--- src/rtl/image_filter_pipe_pkg.sv ---
// Shared types and constants for the image filter pipeline:
// output mode encoding and the fixed-point luma coefficients.
package image_filter_pkg;

    typedef enum logic [1:0] {
        MODE_PASS = 2'd0,
        MODE_GREY = 2'd1,
        MODE_BIN  = 2'd2,
        MODE_INV  = 2'd3
    } mode_e;

    // grey = (77*R + 150*G + 29*B) >> 8
    localparam int unsigned LUMA_R     = 77;
    localparam int unsigned LUMA_G     = 150;
    localparam int unsigned LUMA_B     = 29;
    localparam int unsigned LUMA_SHIFT = 8;

endpackage

--- src/rtl/image_filter_pipe_if.sv ---
// Video/control bundle between capture, the filter and the frame/overlay stage.
// master drives pixels and control, slave is the filter.
interface image_filter_pipe_if #(
    parameter int unsigned PIX_W = 8,
    parameter int unsigned CNT_W = 12
);
    logic                 HSync;
    logic                 Enable;
    logic [3*PIX_W-1:0]   RGBin;
    logic [1:0]           Mode;
    logic [PIX_W-1:0]     ThreshIn;
    logic                 ThreshLoad;
    logic [3*PIX_W-1:0]   RGBout;
    logic                 HSyncOut;
    logic                 EnableOut;
    logic [CNT_W-1:0]     LineCount;
    logic                 CountValid;

    modport master (
        output HSync, Enable, RGBin, Mode, ThreshIn, ThreshLoad,
        input  RGBout, HSyncOut, EnableOut, LineCount, CountValid
    );

    modport slave (
        input  HSync, Enable, RGBin, Mode, ThreshIn, ThreshLoad,
        output RGBout, HSyncOut, EnableOut, LineCount, CountValid
    );
endinterface

--- src/rtl/image_filter_pipe_luma_conv.sv ---
// Stage 1 of the filter: registered RGB -> luma conversion, with the
// RGB word delayed alongside so pass-through mode stays aligned.
module luma_conv
    import image_filter_pkg::*;
#(
    parameter int unsigned PIX_W = 8
) (
    input  logic               clk,
    input  logic               rst,
    input  logic [3*PIX_W-1:0] rgb_in,
    output logic [PIX_W-1:0]   grey,
    output logic [3*PIX_W-1:0] rgb_out
);
    localparam int unsigned SUM_W = PIX_W + LUMA_SHIFT;

    logic [SUM_W-1:0] sum;

    // Weighted channel sum; coefficients total 256 so the sum never overflows SUM_W
    always_comb begin
        sum = SUM_W'(LUMA_R) * SUM_W'(rgb_in[3*PIX_W-1 -: PIX_W])
            + SUM_W'(LUMA_G) * SUM_W'(rgb_in[2*PIX_W-1 -: PIX_W])
            + SUM_W'(LUMA_B) * SUM_W'(rgb_in[PIX_W-1:0]);
    end

    // Register grey and the untouched RGB word
    always_ff @(posedge clk or posedge rst) begin
        if (rst) begin
            grey    <= '0;
            rgb_out <= '0;
        end else begin
            grey    <= PIX_W'(sum >> LUMA_SHIFT);
            rgb_out <= rgb_in;
        end
    end

endmodule

--- src/rtl/image_filter_pipe.sv ---
// Two-stage greyscale/threshold filter with per-line white-pixel counting.
// Threshold and mode are shadowed and only take effect at an input line start.
// Build option: define IMG_FILT_HYST_EN to make "white" a per-line hysteresis
// state (set at grey>=thresh, cleared below thresh-HYST); otherwise stateless.
module image_filter_pipe
    import image_filter_pkg::*;
#(
    parameter int unsigned PIX_W          = 8,
    parameter int unsigned THRESH_DEFAULT = 172,
    parameter int unsigned CNT_W          = 12,
    parameter int unsigned HYST           = 8
) (
    input logic                clk,
    input logic                rst,
    image_filter_pipe_if.slave bus
);
`ifdef IMG_FILT_HYST_EN
    localparam bit HYST_ON = 1'b1;
`else
    localparam bit HYST_ON = 1'b0;
`endif
    localparam logic [PIX_W-1:0] THR_RST = PIX_W'(THRESH_DEFAULT);
    localparam logic [PIX_W-1:0] HYST_W  = PIX_W'(HYST);

    // stage 1
    logic [PIX_W-1:0]   grey_s1;
    logic [3*PIX_W-1:0] rgb_s1;
    logic               hs_s1;
    logic               en_s1;

    // shadowed controls
    logic [PIX_W-1:0]   thr_pend;
    logic [PIX_W-1:0]   thr_act;
    mode_e              mode_pend;
    mode_e              mode_act;
    logic               line_start_in;

    // stage 2
    logic               line_start_s2;
    logic [PIX_W-1:0]   thr_lo;
    logic               hyst_q;
    logic               white;
    logic [3*PIX_W-1:0] pix_s2;
    logic [3*PIX_W-1:0] rgb_out;
    logic               hs_out;
    logic               en_out;
    logic               white_out;

    // line counter
    logic               hs_out_d;
    logic [CNT_W-1:0]   cnt;
    logic [CNT_W-1:0]   line_cnt;
    logic               cnt_valid;

    luma_conv #(
        .PIX_W (PIX_W)
    ) u_luma (
        .clk     (clk),
        .rst     (rst),
        .rgb_in  (bus.RGBin),
        .grey    (grey_s1),
        .rgb_out (rgb_s1)
    );

    // Delay sync/valid through stage 1
    always_ff @(posedge clk or posedge rst) begin
        if (rst) begin
            hs_s1 <= 1'b0;
            en_s1 <= 1'b0;
        end else begin
            hs_s1 <= bus.HSync;
            en_s1 <= bus.Enable;
        end
    end

    assign line_start_in = bus.HSync & ~hs_s1;

    // Pending regs capture every load; active regs change only at line start,
    // where a simultaneous load bypasses the pending copy
    always_ff @(posedge clk or posedge rst) begin
        if (rst) begin
            thr_pend  <= THR_RST;
            thr_act   <= THR_RST;
            mode_pend <= MODE_BIN;
            mode_act  <= MODE_BIN;
        end else begin
            if (bus.ThreshLoad) begin
                thr_pend  <= bus.ThreshIn;
                mode_pend <= mode_e'(bus.Mode);
            end
            if (line_start_in) begin
                thr_act  <= bus.ThreshLoad ? bus.ThreshIn : thr_pend;
                mode_act <= bus.ThreshLoad ? mode_e'(bus.Mode) : mode_pend;
            end
        end
    end

    assign line_start_s2 = hs_s1 & ~hs_out;
    assign thr_lo        = (thr_act > HYST_W) ? thr_act - HYST_W : '0;

    // White decision: stateless compare, or hysteresis that resets per line and holds while Enable is low
    always_comb begin
        white = line_start_s2 ? 1'b0 : hyst_q;
        if (!HYST_ON) begin
            white = (grey_s1 >= thr_act);
        end else if (en_s1) begin
            if (grey_s1 >= thr_act) begin
                white = 1'b1;
            end else if (grey_s1 < thr_lo) begin
                white = 1'b0;
            end
        end
    end

    // Output pixel selection by active mode; blanked when not valid
    always_comb begin
        pix_s2 = '0;
        if (en_s1) begin
            case (mode_act)
                MODE_PASS: pix_s2 = rgb_s1;
                MODE_GREY: pix_s2 = {3{grey_s1}};
                MODE_BIN:  pix_s2 = white ? '1 : '0;
                MODE_INV:  pix_s2 = white ? '0 : '1;
                default:   pix_s2 = '0;
            endcase
        end
    end

    // Stage 2 registers
    always_ff @(posedge clk or posedge rst) begin
        if (rst) begin
            rgb_out   <= '0;
            hs_out    <= 1'b0;
            en_out    <= 1'b0;
            white_out <= 1'b0;
            hyst_q    <= 1'b0;
        end else begin
            rgb_out   <= pix_s2;
            hs_out    <= hs_s1;
            en_out    <= en_s1;
            white_out <= white;
            hyst_q    <= white;
        end
    end

    // Per-line white counter on the output side; the edge pixel starts the new line's count
    always_ff @(posedge clk or posedge rst) begin
        if (rst) begin
            hs_out_d  <= 1'b0;
            cnt       <= '0;
            line_cnt  <= '0;
            cnt_valid <= 1'b0;
        end else begin
            hs_out_d  <= hs_out;
            cnt_valid <= 1'b0;
            if (hs_out & ~hs_out_d) begin
                line_cnt  <= cnt;
                cnt_valid <= 1'b1;
                cnt       <= CNT_W'(white_out & en_out);
            end else if (white_out && en_out && (cnt != '1)) begin
                cnt <= cnt + 1'b1;
            end
        end
    end

    assign bus.RGBout     = rgb_out;
    assign bus.HSyncOut   = hs_out;
    assign bus.EnableOut  = en_out;
    assign bus.LineCount  = line_cnt;
    assign bus.CountValid = cnt_valid;

endmodule

--- src/flat_wrapper.sv ---
// flat-port wrapper written by rule: the top's interface ports become plain ports
module image_filter_pipe_flat import image_filter_pkg::*;
#(
    parameter int unsigned PIX_W          = 8,
    parameter int unsigned THRESH_DEFAULT = 172,
    parameter int unsigned CNT_W          = 12,
    parameter int unsigned HYST           = 8
)
  (clk, rst, bus_HSync, bus_Enable, bus_RGBin, bus_Mode, bus_ThreshIn, bus_ThreshLoad, bus_RGBout, bus_HSyncOut, bus_EnableOut, bus_LineCount, bus_CountValid);
  image_filter_pipe_if #(.PIX_W(PIX_W), .CNT_W(CNT_W)) bus_i ();
  input logic clk;
  input logic rst;
  input wire logic [$bits(bus_i.HSync)-1:0] bus_HSync;
  input wire logic [$bits(bus_i.Enable)-1:0] bus_Enable;
  input wire logic [$bits(bus_i.RGBin)-1:0] bus_RGBin;
  input wire logic [$bits(bus_i.Mode)-1:0] bus_Mode;
  input wire logic [$bits(bus_i.ThreshIn)-1:0] bus_ThreshIn;
  input wire logic [$bits(bus_i.ThreshLoad)-1:0] bus_ThreshLoad;
  output wire logic [$bits(bus_i.RGBout)-1:0] bus_RGBout;
  output wire logic [$bits(bus_i.HSyncOut)-1:0] bus_HSyncOut;
  output wire logic [$bits(bus_i.EnableOut)-1:0] bus_EnableOut;
  output wire logic [$bits(bus_i.LineCount)-1:0] bus_LineCount;
  output wire logic [$bits(bus_i.CountValid)-1:0] bus_CountValid;
  assign bus_i.HSync = bus_HSync;
  assign bus_i.Enable = bus_Enable;
  assign bus_i.RGBin = bus_RGBin;
  assign bus_i.Mode = bus_Mode;
  assign bus_i.ThreshIn = bus_ThreshIn;
  assign bus_i.ThreshLoad = bus_ThreshLoad;
  assign bus_RGBout = bus_i.RGBout;
  assign bus_HSyncOut = bus_i.HSyncOut;
  assign bus_EnableOut = bus_i.EnableOut;
  assign bus_LineCount = bus_i.LineCount;
  assign bus_CountValid = bus_i.CountValid;
  image_filter_pipe #(.PIX_W(PIX_W), .THRESH_DEFAULT(THRESH_DEFAULT), .CNT_W(CNT_W), .HYST(HYST)) u_core (.clk(clk), .rst(rst), .bus(bus_i));
endmodule
--- config.mk ---
export PLATFORM = sky130hd
export DESIGN_NAME = image_filter_pipe_flat
export DESIGN_NICKNAME = d
export VERILOG_FILES = /design/src/rtl/image_filter_pipe_pkg.sv /design/src/rtl/image_filter_pipe_if.sv /design/src/rtl/image_filter_pipe_luma_conv.sv /design/src/rtl/image_filter_pipe.sv /design/src/flat_wrapper.sv
export SDC_FILE = /design/constraint.sdc
export NUM_CORES = 1
export LEC_CHECK = 0
export CAP_MARGIN = 10
export CELL_PAD_IN_SITES_DETAIL_PLACEMENT = 0
export CELL_PAD_IN_SITES_GLOBAL_PLACEMENT = 1
export CORE_MARGIN = 1
export CORE_UTILIZATION = 30
export DETAILED_ROUTE_END_ITERATION = 8
export GPL_ROUTABILITY_DRIVEN = 0
export GPL_TIMING_DRIVEN = 0
export PLACE_DENSITY = 0.55
export RECOVER_POWER = 50
export SLEW_MARGIN = 15
export SYNTH_ARGS = -nofsm -noshare
export SYNTH_HDL_FRONTEND = slang
export SYNTH_SLANG_ARGS = --single-unit
--- constraint.sdc ---
create_clock -name clk -period 9.3 [get_ports clk]
set_input_delay 0.93 -clock clk [delete_from_list [all_inputs] [get_ports clk]]
set_output_delay 0.93 -clock clk [all_outputs]
set_load 0.02 [all_outputs]
**Word level (Yosys, flattened, before mapping)**

Cells that the tools add are included.

- Register bits: 107
- Latch bits: 0
- Bits in writable memories: 0
- ROM bits: 0
- Input port bits: 39
- Output and inout bits: 39
- Logic and storage cells: 45
- Memories kept: 0

- Add/subtract/negate cells: 3
- $mul: 3
- Divide/modulo/power cells: 0
- Order comparisons: 1
- Equal/unequal tests: 4
- Shifts and indexed selects: 0
- Multiplexer cells: 9
- Bitwise gates (word level): 5
- Reductions and logical operators: 4

Operators by type and width:

| cell | count |
|---|---|
| $pmux W24 S4 | 1 |
| $mux W24 | 3 |
| $mul A7 B8 Y15 const A | 2 |
| $mux W12 | 2 |
| $add A15 B16 Y16 | 1 |
| $add A16 B13 Y16 | 1 |
| $mul A5 B8 Y13 const A | 1 |
| $add A12 B1 Y12 const B | 1 |
| $ne A12 B12 Y1 const B | 1 |
| $ge A8 B8 Y1 | 1 |
| $mux W8 | 1 |
| $eq A2 B2 Y1 const B | 2 |
| $and A1 B1 Y1 | 3 |
| $eq A2 B1 Y1 const B | 1 |
| $logic_and A1 B1 Y1 | 2 |
| $logic_not A2 Y1 | 1 |
| $mux W2 | 1 |
| $not A1 Y1 | 2 |
| $reduce_bool A2 Y1 | 1 |
| $mux W1 | 1 |

**Logic depth before layout (Yosys ltp)**

Gate-level depths: netlist (run 1).

- Depth after elaboration: 4
- Depth in mapped cells: 24
- Mapped depth without buffers: 24

**Hierarchy**

From an unflattened synthesis (run 1), not the netlist that was laid out.

- Cell total of the unflattened synthesis: 652
- Area, all modules: 7424.6 um^2

Modules (own cells, without submodules):

| module | instances | cells each | area each (um^2) | seq. area each (um^2) |
|---|---|---|---|---|
| luma_conv | 1 | 375 | 4041.4 | 800.8 |
| image_filter_pipe | 1 | 277 | 3383.2 | 1889.3 |

**Worst setup path before layout (run 1)**

OpenSTA, ideal clock, no wires.

- Kind: input to register
- From: input bus_RGBin[12]
- To: register u_core.u_luma.grey[7]
- Setup time: 0.079 ns
- Data arrival time: 6.339 ns
- Data required time: 9.221 ns
- Path slack: 2.882 ns
- Cell stages on the path: 22
- Buffers on the path: 0
- Cells stage by stage: ha_1 -> ha_1 -> inv_1 -> fa_1 -> fa_1 -> inv_1 -> ha_1 -> o21a_1 -> nor2_1 -> xnor2_1 -> ha_1 -> fa_1 -> inv_1 -> fa_1 -> fa_1 -> inv_1 -> ha_1 -> a21o_1 -> or4_1 -> nor2_1 -> a311o_1 -> xor2_1

- Cells in the longest elaborated chain, start to end: 3

RTL lines:

| what | line | text |
|---|---|---|
| start: declaration | flat_wrapper.sv:15 | `input wire logic [$bits(bus_i.RGBin)-1:0] bus_RGBin;` |
| $mul A7 B8 Y15 | image_filter_pipe_luma_conv.sv:21 | `+ SUM_W'(LUMA_G) * SUM_W'(rgb_in[2*PIX_W-1 -: PIX_W])` |
| $add A15 B16 Y16 | image_filter_pipe_luma_conv.sv:21 |  |
| $add A16 B13 Y16 | image_filter_pipe_luma_conv.sv:22 | `+ SUM_W'(LUMA_B) * SUM_W'(rgb_in[PIX_W-1:0]);` |
| named net u_core.u_luma.sum[15] | image_filter_pipe_luma_conv.sv:16 | `logic [SUM_W-1:0] sum;` |
| end signal: assignment | image_filter_pipe_luma_conv.sv:31 | `grey <= PIX_W'(sum >> LUMA_SHIFT);` |
| end: declaration | image_filter_pipe_luma_conv.sv:11 | `output logic [PIX_W-1:0] grey,` |

The timed path passes the listed nets, and every way through them passes these cells.
A chain may end at the register's enable or synchronous reset.

**Worst setup path after layout (run 1)**

- From: input bus_RGBin[13]
- To: register u_core.u_luma.grey[7]

The elaborated chain is that of the path after synthesis.

==> run summary, run 1 <==
The flow ran to the end, but the final reports show violations. The final reports fail on max-capacitance violations, max-slew violations. The clock latency at the later pin of the worst-skew pair came out at between 300 and 400 ps. The number of placed I/O pins is 78.

The placement row count came out at 56. The total via count in the routed design is 4,780. The final-report max-slew violation count is 86. The number of gates resized after CTS was 0. The number of nets at the end of the flow came out at 930. The power density over cell area came out at 338 nW/um^2. For the final routed database, the setup TNS stands at 0 ps. Of all nets on the critical path, the largest fanout is 5. The fraction of registers with async set/reset came out at 100%. The netlist area before placement came out at ~7200 um^2. The number of synthesized flops with an enable pin is 0. The final HPWL from detailed placement came out at 13.1 mm. The worst setup path is launched from a primary input.

For this run, design rule violations remaining after detail routing come to 0. The count of buffers added on input and output ports is 76. TritonCTS built the clock tree. Setup repair after global routing left no endpoint under its margin.

Entering global routing, the biggest net connects 86 pins. The yosys synthesis warning count is 0. sky130_fd_sc_hd__dfrtp_1 takes more of the synthesized area than any other cell. The final critical path takes up roughly 77% of the cycle. The final-layout worst hold slack came out at 382 ps. The wire length of the first global-routing pass came out at around 26 mm. For this design, the CTS-stage hold fixing added 0 buffers. The leakage power total came out at around 4.4 nW.

The starting density of the core is between 30% and 40%. The maximum clock skew at final layout is between 9 and 10 ps. The placeable core area came out at 23,500 um^2. The count of endpoints failing hold in the final timing report is 0. The average cell area after synthesis is around 11 um^2. The critical path arrival is between 7000 and 8000 ps. The initial antenna violation count is 0. The global routing usage summed across all routing layers came out at 14.1%.

The peak supply drop came out at about 170 uV. The horizontal die dimension is ~160 um. The worst hold path belongs to the class reg -> reg. The maximum buffer depth of the clock tree came out at 2. The area growth from synthesis to layout came out at 20.6%. By area the synthesized netlist is led by sky130_fd_sc_hd__dfrtp_1 34%, sky130_fd_sc_hd__ha_1 16%, sky130_fd_sc_hd__fa_1 15%. CTS built an H-tree with a depth of 3.

By instance count, the leading cell after synthesis is sky130_fd_sc_hd__inv_1. The total number of clock tree sinks came out at roughly 110. The type of destination of the critical path is a register. The violation count after the first detailed-route iteration came out at 150. Data on the critical path is required at its endpoint by roughly 9600 ps.

Synthesis instantiated 45 different standard cells from the library. The die boundary height came out at roughly 160 um. The total of flip-flops plus latches after synthesis came out at 107. Cells with a size suffix above 1 make up about 5.6% of the layout. The maximum clock frequency came out at 139 MHz. After detailed routing, the total wire length is between 15 and 20 mm. After clock tree synthesis, the clock-pin slew on the worst setup and hold paths is ~70 ps. The via count of the first global-routing pass came out at 5,144. Of the synthesized area, sequential elements account for between 30 and 40%. The average via count per standard cell came out at about 4.5. The floorplan step defined a die boundary enclosing around 25,000 um^2.

The final antenna diode count is 0. The minimum period implied by the final worst setup slack is a little over 7000 ps. The average wire per cell in the routed design is 14.8 um. The number of nets handed over by synthesis was between 800 and 900. The portion of synthesized cell area occupied by the leading cell type came out at roughly a third.

Setup violations remaining at the end of the flow were counted as 0. The number of standard cells after synthesis came out at 655. The count of nets left with antenna violations after detail routing is 0. The worst pin sits at a relative slew slack of -190%.

The commonest cells after synthesis are 104 x sky130_fd_sc_hd__inv_1, 97 x sky130_fd_sc_hd__dfrtp_1, 93 x sky130_fd_sc_hd__ha_1, 63 x sky130_fd_sc_hd__nand2_1, 55 x sky130_fd_sc_hd__fa_1. The root buffer cell chosen for the clock tree is sky130_fd_sc_hd__clkbuf_16. The final global-route overflow total came out at 0. The prevailing post-synth register cell is sky130_fd_sc_hd__dfrtp_1. The total iterations of the first detailed-routing run came out at 4. Post-CTS timing repair inserted 0 buffers for setup. TritonCTS created 9 clock buffers. At the pin with the least slew margin, the transition time is roughly 4300 ps. Max-cap violations in this run came to 1.

The worst setup path is of the in -> reg kind.
[layout by cell type (no fill, tap or decap), drive strengths merged, types with 2 or more instances in the layout]
master,count
a21o,30
a21oi,25
a311o,2
a31o,3
and3,3
and4,2
buf,6
bufinv,2
clkbuf,24
clkdlybuf4s50,49
clkinvlp,2
dfrtp,97
dfstp,10
dlygate4sd3,27
fa,55
ha,93
inv,103
mux2,13
nand2,63
nand2b,4
nand3,6
nand4,6
nor2,30
nor2b,6
nor3,6
o211ai,2
o21a,4
o21ai,6
o31a,24
o31ai,2
or2,3
or3,3
xnor2,13
xor2,14
[metal layers]
layer | wire (um) | vias up | part of all wire [%] | global-route usage [%]
met4 | 196 | 0 | 1.2 | 3.69
met1 | 7250 | 2358 | 46 | 18.2
li1 | - | 2338 | - | -
met5 | 0 | - | 0 | 0
met3 | 461 | 14 | 2.9 | 1.80
met2 | 7840 | 70 | 50 | 24.7
[path summary, 6_finish.rpt]
path | from | endpoint | slack (ps) | cells past startpoint
min reg2reg | u_core.hs_s1$_DFF_PP0_ | u_core.bus.HSyncOut$_DFF_PP0_ | 380 | 0
max | bus_RGBin[13] | u_core.u_luma.grey[7]$_DFF_PP0_ | 2130 | 24
min in group asynchronous | rst | u_core.hs_out_d$_DFF_PP0_ | 1210 | 2
max in group asynchronous | rst | u_core.u_luma.rgb_out[8]$_DFF_PP0_ | 3500 | 3
max reg2reg | u_core.thr_act[5]$_DFFE_PP1P_ | u_core.bus.RGBout[13]$_DFF_PP0_ | 6890 | 8
min | u_core.hs_s1$_DFF_PP0_ | u_core.bus.HSyncOut$_DFF_PP0_ | 380 | 0
[area by class of cell]
class | instances | area, um^2
plain buffers | 17 | 87.6
clock buffers | 12 | 236
clock inverters | 4 | 76.3
fillers | 2363 | 14800
inverters | 104 | 392
multi-input cells | 427 | 4010
flip-flops and latches | 107 | 2690
well taps | 319 | 399
repair buffers | 77 | 764
[cells by family (layout without fill, tap and decap cells)]
kind of cell | count (synthesis) | after routing | share of synthesized area (%)
fa+ha+maj | 148 | 148 | 31.5
buf+inv | 121 | 214 | 6.66
simple gates | 134 | 134 | 8.37
xor+xnor | 27 | 27 | 3.29
flops | 107 | 107 | 37.5
compound gates | 104 | 104 | 10.5
mux | 14 | 14 | 2.18
[power by group]
part           switching (mW)  total (mW)  internal, mW
sequential             0.0392       0.614         0.575
combinational            1.06        1.92         0.857
clock                   0.159       0.396         0.237
total                    1.26        2.93          1.67
[stage by stage]
stage	std cells	instance area, um^2	utilization (%)	total power [mW]	setup WS [ps]
finish	1067	8660	36.9	2.93	2130
CTS	1067	8680	37.0	3.00	2150
detailed placement	1051	8370	35.7	2.58	1810
global route	1067	8660	36.9	3.25	1780
floorplan	655	7180	-	2.05	2880
global placement	1050	8340	35.5	2.54	1840
[worst max-delay path, stage by stage]
cell	delay (ps)
sky130_fd_sc_hd__dlygate4sd3_1	770
sky130_fd_sc_hd__ha_1	310
sky130_fd_sc_hd__ha_1	280
sky130_fd_sc_hd__ha_1	280
sky130_fd_sc_hd__inv_1	50
sky130_fd_sc_hd__fa_1	490
sky130_fd_sc_hd__inv_1	40
sky130_fd_sc_hd__ha_1	340
sky130_fd_sc_hd__nor2b_1	180
sky130_fd_sc_hd__o21a_1	190
sky130_fd_sc_hd__nor2_1	110
sky130_fd_sc_hd__xnor2_1	150
sky130_fd_sc_hd__ha_1	270
sky130_fd_sc_hd__fa_1	500
sky130_fd_sc_hd__inv_1	50
sky130_fd_sc_hd__fa_1	470
sky130_fd_sc_hd__fa_1	550
sky130_fd_sc_hd__inv_1	50
sky130_fd_sc_hd__ha_1	340
sky130_fd_sc_hd__a21o_1	240
sky130_fd_sc_hd__or4_1	470
sky130_fd_sc_hd__nor2_1	90
sky130_fd_sc_hd__a311o_1	130
sky130_fd_sc_hd__xor2_1	160
[sequential cells by signal, indices dropped and copies added, names as in the netlist]
signal,count
u_core.bus.RGBout,24
u_core.u_luma.rgb_out,24
u_core.bus.LineCount,12
u_core.cnt,12
u_core.thr_act,8
u_core.thr_pend,8
u_core.u_luma.grey,8
u_core.mode_act,2
u_core.mode_pend,2
u_core.bus.CountValid,1
u_core.bus.EnableOut,1
u_core.bus.HSyncOut,1
u_core.en_s1,1
u_core.hs_out_d,1
u_core.hs_s1,1
u_core.white_out,1
Power figures use the tool's default switching activity.
==> inputs of run 2 (changes only) <==
==> constraint.sdc (replaced) <==
create_clock -name clk -period 7 [get_ports clk]
set_input_delay 0.7 -clock clk [delete_from_list [all_inputs] [get_ports clk]]
set_output_delay 0.7 -clock clk [all_outputs]
set_load 0.02 [all_outputs]
==> run 2 against run 1 <==
  * The flow still finishes with violations (max-capacitance violations, max-slew violations)
  * Clock power rose by 33%
  * Sequential power up 33%
  * Cell area down 0.29%
  * Power rose by 33%
  * Global-route usage unchanged
  * Utilization fell by 0.11 points
  * Critical endpoint unchanged
  * Largest cell class unchanged
  * Largest power group unchanged
  * Highest routed layer unchanged
==> run summary, run 2 (synthesis gave the netlist of run 1 again) <==
The average via count per standard cell is 4.48. In this run the power spent charging and discharging nets is about 1.7 mW. The final-layout worst hold slack is between 300 and 400 ps. The kind of launch point of the worst setup path is a primary input.

By instance count, the cell type seen most on the critical path is sky130_fd_sc_hd__ha_1. Setup repair after global routing left no endpoint under its margin. The average wire per cell in the routed design came out at ~15 um. The part of the total power dissipated in the clock network is between 10% and 20%.

The path class of the tightest hold or removal check is reg -> reg. For this block, the initial DRC count from the detailed router was 151. The wire length on met2 came out at around 8 mm. The maximum clock skew at final layout is 9.14 ps.

The multi-input combinational cell area came out at 4010 um^2. The final global-route overflow total came out at 0. The final reports fail on max-capacitance violations, max-slew violations.

The number of placed cells counting well taps is around 1,100. In the layout the commonest cells are 103 x sky130_fd_sc_hd__inv_1, 97 x sky130_fd_sc_hd__dfrtp_1, 93 x sky130_fd_sc_hd__ha_1, 63 x sky130_fd_sc_hd__nand2_1, 55 x sky130_fd_sc_hd__fa_1. The horizontal die dimension is approximately 160 um. The first global-routing pass estimated 26.4 mm of wire. The clock transition time at the flip-flop clock pins of the worst setup and hold paths is 70 ps. CTS built an H-tree with a depth of 3. The routed metal-1 wire length came out at around 7.3 mm. The starting density of the core is 30.6%.

The library cell used most frequently in the layout, excluding fill and tap cells, is sky130_fd_sc_hd__inv_1. The leakage power total came out at ~4.3 nW. The floorplan step defined a core boundary enclosing ~23,000 um^2. The flow ran to the end, but the final reports show violations. At the end of the flow, the number of nets in the layout was 930. The worst-path maximum fanout came out at 5. The die boundary height came out at 157 um. The via count of the first global-routing pass came out at ~5,100. The net switching fraction of the power came out at between 40 and 50%. The die covers between 20,000 and 25,000 um^2.

The placement row count is 56. In the final layout, flip-flops and latches occupy 2690 um^2. Entering global routing, the biggest net connects 86 pins. The required time reported for the critical path endpoint came out at ~7300 ps. The post-CTS repair timing setup buffer count is 0. The final-report max-slew violation count is 86. TritonCTS built the clock tree.

The slowest cell on the critical path is sky130_fd_sc_hd__dlygate4sd3_1. The total via count in the routed design is 4,779. The post-cts repair resize count is 0. The number of inserted filler cells in the final layout came out at between 2,000 and 2,500. The peak supply drop came out at ~230 uV. Cells fill a little under two fifths of the core in the end. The TritonCTS buffer count is 9.

Excluding fillers, the count of instances in the completed layout stands at 1,067. The final HPWL from detailed placement came out at 13.1 mm. The met3 wire length is 458 um. For this run, the total global-route usage over all layers was measured as 14.1%. The clock latency at the later pin of the worst-skew pair came out at between 300 and 400 ps. Across the run, the number of max-cap violations was 1. The detailed-route wire length came out at around 16 mm. In the final layout, the share of cells above drive strength 1 is between 5 and 6%.

The power density over cell area came out at about 450 nW/um^2. The final antenna diode count came out at 0. The maximum clock frequency is about 150 MHz. The initial antenna violation count came to 0. The count of endpoints failing hold in the final timing report is 0. Walking the worst path, the cells encountered are dlygate4sd3_1 > ha_1 > ha_1 > ha_1 > ha_1 > a21o_1 > a21oi_1 > nor2b_1 > o21a_1 > nor2_1 > xnor2_1 > ha_1 > fa_1 > inv_1 > fa_1 > fa_1 > inv_1 > ha_1 > a21o_1 > or4_1 > nor2_1 > a311o_1 > xor2_1. The total number of clock tree sinks is approximately 110. The transition time at the pin with the least slew margin came out at 4340 ps. The critical path arrival is just under 7000 ps. The highest metal layer carrying signal wires in the routed design is met4. In this run the deepest clock path goes through 2 buffers. The final cycle utilization of the critical path came out at 95.5%. The worst setup path is captured at a register. For flop-to-flop paths, the worst setup slack is 4590 ps. The worst pin sits at a relative slew slack of -189%. Pin placement for this block handled a little under 80 I/O pins. On the worst path, the slowest cell contributes a delay of between 700 and 800 ps. The minimum period implied by the final worst setup slack is roughly 6700 ps. Setup violations remaining at the end of the flow were counted as 0. Cell internal power was estimated by the tool at between 2 and 2.5 mW.

The hold buffer count at cts is 0. The combinational power share came out at around 66%. The number of port buffers is between 70 and 80. In this run the remaining antenna-violating nets after routing total 0. The detailed-route DRC error count is 0. The setup path with the least slack is of type in -> reg. The tree is rooted in a sky130_fd_sc_hd__clkbuf_16. The total iterations of the first detailed-routing run is 4. The share of total power in sequential cells came out at 21.0%. The area growth from synthesis to layout came out at 20.2%. The overall power consumption is just under 4 mW.
==> run 2: routing by layer <==
layer	vias to the layer above	global-route usage, %
li1	2338	-
met1	2357	18.2
met2	70	24.7
met3	14	1.80
met4	0	3.69
met5	-	0
==> run 2: final timing paths <==
check | start | endpoint | cells after the start
worst max-delay path | bus_RGBin[9] | u_core.u_luma.grey[7]$_DFF_PP0_ | 23
worst min-delay path | u_core.hs_s1$_DFF_PP0_ | u_core.bus.HSyncOut$_DFF_PP0_ | 0
worst max register to register | u_core.thr_act[5]$_DFFE_PP1P_ | u_core.bus.RGBout[13]$_DFF_PP0_ | 8
worst min register to register | u_core.hs_s1$_DFF_PP0_ | u_core.bus.HSyncOut$_DFF_PP0_ | 0
max in group asynchronous | rst | u_core.u_luma.rgb_out[8]$_DFF_PP0_ | 3
min in group asynchronous | rst | u_core.hs_out_d$_DFF_PP0_ | 2
==> run 2: worst max-delay path, delay by kind of cell <==
kind | cells | cell delay [ps]
adder cells (fa/ha/maj) | 9 | 3330
AO/OA/AOI/OAI | 5 | 960
buffers and inverters | 3 | 860
AND/OR/NAND/NOR | 4 | 790
XOR/XNOR | 2 | 310
==> run 2: layout make-up <==
type / count / area share [%]
Multi-Input combinational cell: 427 / 46.5
Sequential cell: 107 / 31.2
Timing Repair Buffer: 77 / 8.57
Tap cell: 319 / 4.62
Inverter: 104 / 4.54
Clock buffer: 12 / 2.74
Buffer: 17 / 1.01
Clock inverter: 4 / 0.884
==> run 2: per-stage QoR <==
step                setup WS, ps  area [um^2]  setup TNS [ps]
floorplan                    812         7180               0
global placement            -235         8340            -601
detailed placement          -261         8370            -693
CTS                         77.7         8680               0
global route                37.6         8630               0
finish                       315         8630               0
==> run 2: power groups by stage <==
stage	Combinational, mW	Clock (mW)	Sequential, mW
6_report	2.55	0.526	0.816
4_1_cts	2.62	0.545	0.818
5_1_grt	2.92	0.570	0.829
3_3_place_gp	2.54	0	0.829
2_1_floorplan	1.85	0	0.869
3_5_place_dp	2.60	0	0.830
==> inputs of run 3 (changes only) <==
--- a/config.mk
+++ b/config.mk
@@ -9,11 +9,11 @@
 export CELL_PAD_IN_SITES_DETAIL_PLACEMENT = 0
 export CELL_PAD_IN_SITES_GLOBAL_PLACEMENT = 1
 export CORE_MARGIN = 1
-export CORE_UTILIZATION = 30
+export CORE_UTILIZATION = 46
 export DETAILED_ROUTE_END_ITERATION = 8
 export GPL_ROUTABILITY_DRIVEN = 0
 export GPL_TIMING_DRIVEN = 0
-export PLACE_DENSITY = 0.55
+export PLACE_DENSITY = 0.79
 export RECOVER_POWER = 50
 export SLEW_MARGIN = 15
 export SYNTH_ARGS = -nofsm -noshare
==> run 3 against run 2 <==
  * The flow still finishes with violations (max-capacitance violations, max-slew violations)
  * Fmax shrank 2.0%
  * Sequential power up 0.6%
  * Utilization up 19 points
  * Power is 0.38% lower
  * Hold slack lost 4.7 ps
  * Highest routed layer unchanged
==> run summary, run 3 (synthesis gave the netlist of run 1 again) <==
The final-layout worst hold slack is about 380 ps. The post-CTS repair timing setup buffer count came out at 0. The worst setup path is captured at a register. Summing over every cut layer, the via total after detailed routing is around 4,800. The TritonCTS buffer count came out at 9. With fillers left out, the area of the finished cells amounts to approximately 8500 um^2. The reported net switching power came out at ~1.6 mW. The largest net degree at the start of global routing is between 80 and 90. The final-report max-slew violation count was between 80 and 90. The cell-internal power came out at around 2.2 mW. The proportion of layout cells with a drive suffix above 1 is ~6%. The initial antenna violation count came out at 0. The starting density of the core is a little under half. The count of nets left with antenna violations after detail routing came out at 0. The library cell used most frequently in the layout, excluding fill and tap cells, is sky130_fd_sc_hd__inv_1. The run finished, with violations left.

The number of nets at the end of the flow is 930. The clock transition time at the flip-flop clock pins of the worst setup and hold paths is approximately 70 ps. The number of placed cells counting well taps came out at 920. Net switching is between 40% and 50% of the power. The worst-case IR drop observed on VDD is about 350 uV. The power density over cell area is 455 nW/um^2. The area growth from synthesis to layout came out at 18.7%.

TritonCTS built the clock tree. The final cycle utilization of the critical path came out at between 90% and 100%. The via count of the first global-routing pass came out at around 5,000.

The worst setup path is launched from a primary input. In this run the tightest slew margin relative to its limit is -174%. The detailed-route DRC error count is 0. The critical path arrival is between 7000 and 8000 ps.

The die area came out at ~16,000 um^2. Across the run, the number of max-cap violations was 1. The largest individual stage delay along the critical path comes from the cell sky130_fd_sc_hd__clkdlybuf4s50_1. The hold buffer count at cts came out at 0. The number of port buffers came out at 76. The first detailed-routing pass took 4 iterations. The count of endpoints failing hold in the final timing report is 0. The total of endpoints with negative setup slack in the final report is 0. The die boundary height is about 130 um. The maximum buffer depth of the clock tree came out at 2. The area of placed instances is a little over 8000 um^2. The transition time at the pin with the least slew margin is 4110 ps. The clock net in this run drives a total of between 100 and 150 sinks. The average via count per standard cell came out at approximately 5.1. Summed over all cells, the static leakage comes to between 4 and 5 nW.

The tree is rooted in a sky130_fd_sc_hd__clkbuf_16. The clock latency at the later pin of the worst-skew pair came out at approximately 340 ps. In the layout the commonest cells are 103 x sky130_fd_sc_hd__inv_1, 97 x sky130_fd_sc_hd__dfrtp_1, 93 x sky130_fd_sc_hd__ha_1, 63 x sky130_fd_sc_hd__nand2_1, 55 x sky130_fd_sc_hd__fa_1. Setup repair after global routing left no endpoint under its margin. By startpoint and endpoint, the worst setup path is classified as in -> reg. The final global-route overflow total came out at 0. The violation count after the first detailed-route iteration is 181. After detailed routing, the total wire length is 14.5 mm. The floorplan has 45 rows. The placeable core area is roughly 15,000 um^2. The worst-path maximum fanout is 5. The final antenna diode count is 0. The share of total power dissipated in sequential elements is 21.2%. Global routing used 19.3% of the available tracks. The number of placed I/O pins came out at 78. The post-route non-filler standard cell count came out at 936. In this run the horizontal extent of the chip is about 130 um. In this run the worst hold path is classified as reg -> reg. The combinational power share is roughly 64%. In this design, the stage delay of the slowest critical-path cell is ~660 ps. The final reports fail on max-capacitance violations, max-slew violations. The final HPWL from detailed placement came out at 11.9 mm. The signal on the critical path passes through clkdlybuf4s50_1 > ha_1 > ha_1 > ha_1 > inv_1 > fa_1 > inv_1 > ha_1 > nor2b_1 > o21a_1 > nor2_1 > xnor2_1 > ha_1 > fa_1 > inv_1 > fa_1 > fa_1 > inv_1 > ha_1 > a21o_1 > or4_1 > nor2_1 > a311o_1 > xor2_1. The average wire per cell in the routed design is 15.5 um. Gates resized during post-CTS repair numbered 0.

The wire length of the first global-routing pass is ~24 mm. CTS built an H-tree with a depth of 3. The most repeated library cell on the critical path is sky130_fd_sc_hd__ha_1. The routed design could run at a clock period as short as ~6800 ps.

For the final database, setup skew stands at 9.43 ps. The part of the total power dissipated in the clock network came out at between 10% and 20%. The required time reported for the critical path endpoint is approximately 7300 ps. The maximum clock frequency is 147 MHz.
==> run 3: changes by cell type in the layout (fill, tap and decap cells not counted) <==
cell and change:
sky130_fd_sc_hd__clkbuf_1 -6, sky130_fd_sc_hd__clkdlybuf4s50_1 +3, sky130_fd_sc_hd__bufinv_16 +1, sky130_fd_sc_hd__clkinv_4 -1, sky130_fd_sc_hd__clkinvlp_4 +1, sky130_fd_sc_hd__dlygate4sd3_1 +1
sky130_fd_sc_hd__inv_6 +1, sky130_fd_sc_hd__mux2_1 -1, sky130_fd_sc_hd__mux2_2 +1
==> run 3: cell type report <==
type | instances | area [um^2]
Multi-Input combinational cell | 427 | 4010
Fill cell | 1312 | 6680
Inverter | 104 | 392
Clock buffer | 10 | 229
Clock inverter | 6 | 114
Tap cell | 188 | 235
Sequential cell | 107 | 2690
Timing Repair Buffer | 77 | 764
Buffer | 17 | 87.6
==> run 3: final timing paths <==
path                                                    start                               to  slack [ps]  cells past startpoint
worst max-delay path                            bus_RGBin[13]  u_core.u_luma.grey[7]$_DFF_PP0_         180                     24
worst min-delay path                   u_core.hs_s1$_DFF_PP0_    u_core.bus.HSyncOut$_DFF_PP0_         380                      0
worst max register to register  u_core.thr_act[5]$_DFFE_PP1P_  u_core.bus.RGBout[15]$_DFF_PP0_        4600                      8
worst min register to register         u_core.hs_s1$_DFF_PP0_    u_core.bus.HSyncOut$_DFF_PP0_         380                      0
max in group asynchronous                                 rst  u_core.bus.RGBout[12]$_DFF_PP0_        1570                      3
min in group asynchronous                                 rst     u_core.thr_pend[4]$_DFF_PP0_        1030                      2
==> run 3: power groups by stage <==
| stage | Clock (mW) | Sequential [mW] | Combinational, mW |
|---|---|---|---|
| floorplan | 0 | 0.869 | 1.85 |
| detailed placement | 0 | 0.831 | 2.50 |
| global route | 0.601 | 0.830 | 2.79 |
| global placement | 0 | 0.827 | 2.41 |
| CTS | 0.579 | 0.821 | 2.53 |
| finish | 0.564 | 0.821 | 2.49 |
==> run 3: worst max-delay path: cells and delay by family <==
| family | cells | cell delay, ps |
|---|---|---|
| buffers and inverters | 5 | 850 |
| AOI/OAI and AO/OA | 3 | 560 |
| adders and majority gates | 10 | 3810 |
| xor gates and xnor gates | 2 | 290 |
| and+or+nand+nor | 4 | 850 |
==> run 3: per-layer routing <==
| metal | global-route usage (%) | vias to the layer above | share of wire (%) |
|---|---|---|---|
| met3 | 2.57 | 12 | 3.1 |
| met2 | 34.7 | 98 | 52 |
| met4 | 6.09 | 0 | 1.4 |
| met5 | 0 | - | 0 |
| met1 | 24.0 | 2347 | 44 |
| li1 | - | 2334 | - |
==> run 3: through the flow <==
step | TNS [ps] | total power [mW] | utilization [%] | setup slack (ps)
floorplan | 0 | 2.72 | - | 812
global placement | -216 | 3.24 | 53.8 | -126
detailed placement | -497 | 3.33 | 54.0 | -185
CTS | 0 | 3.93 | 56.2 | 153
global route | 0 | 4.22 | 56.1 | 22.4
finish | 0 | 3.88 | 56.1 | 179
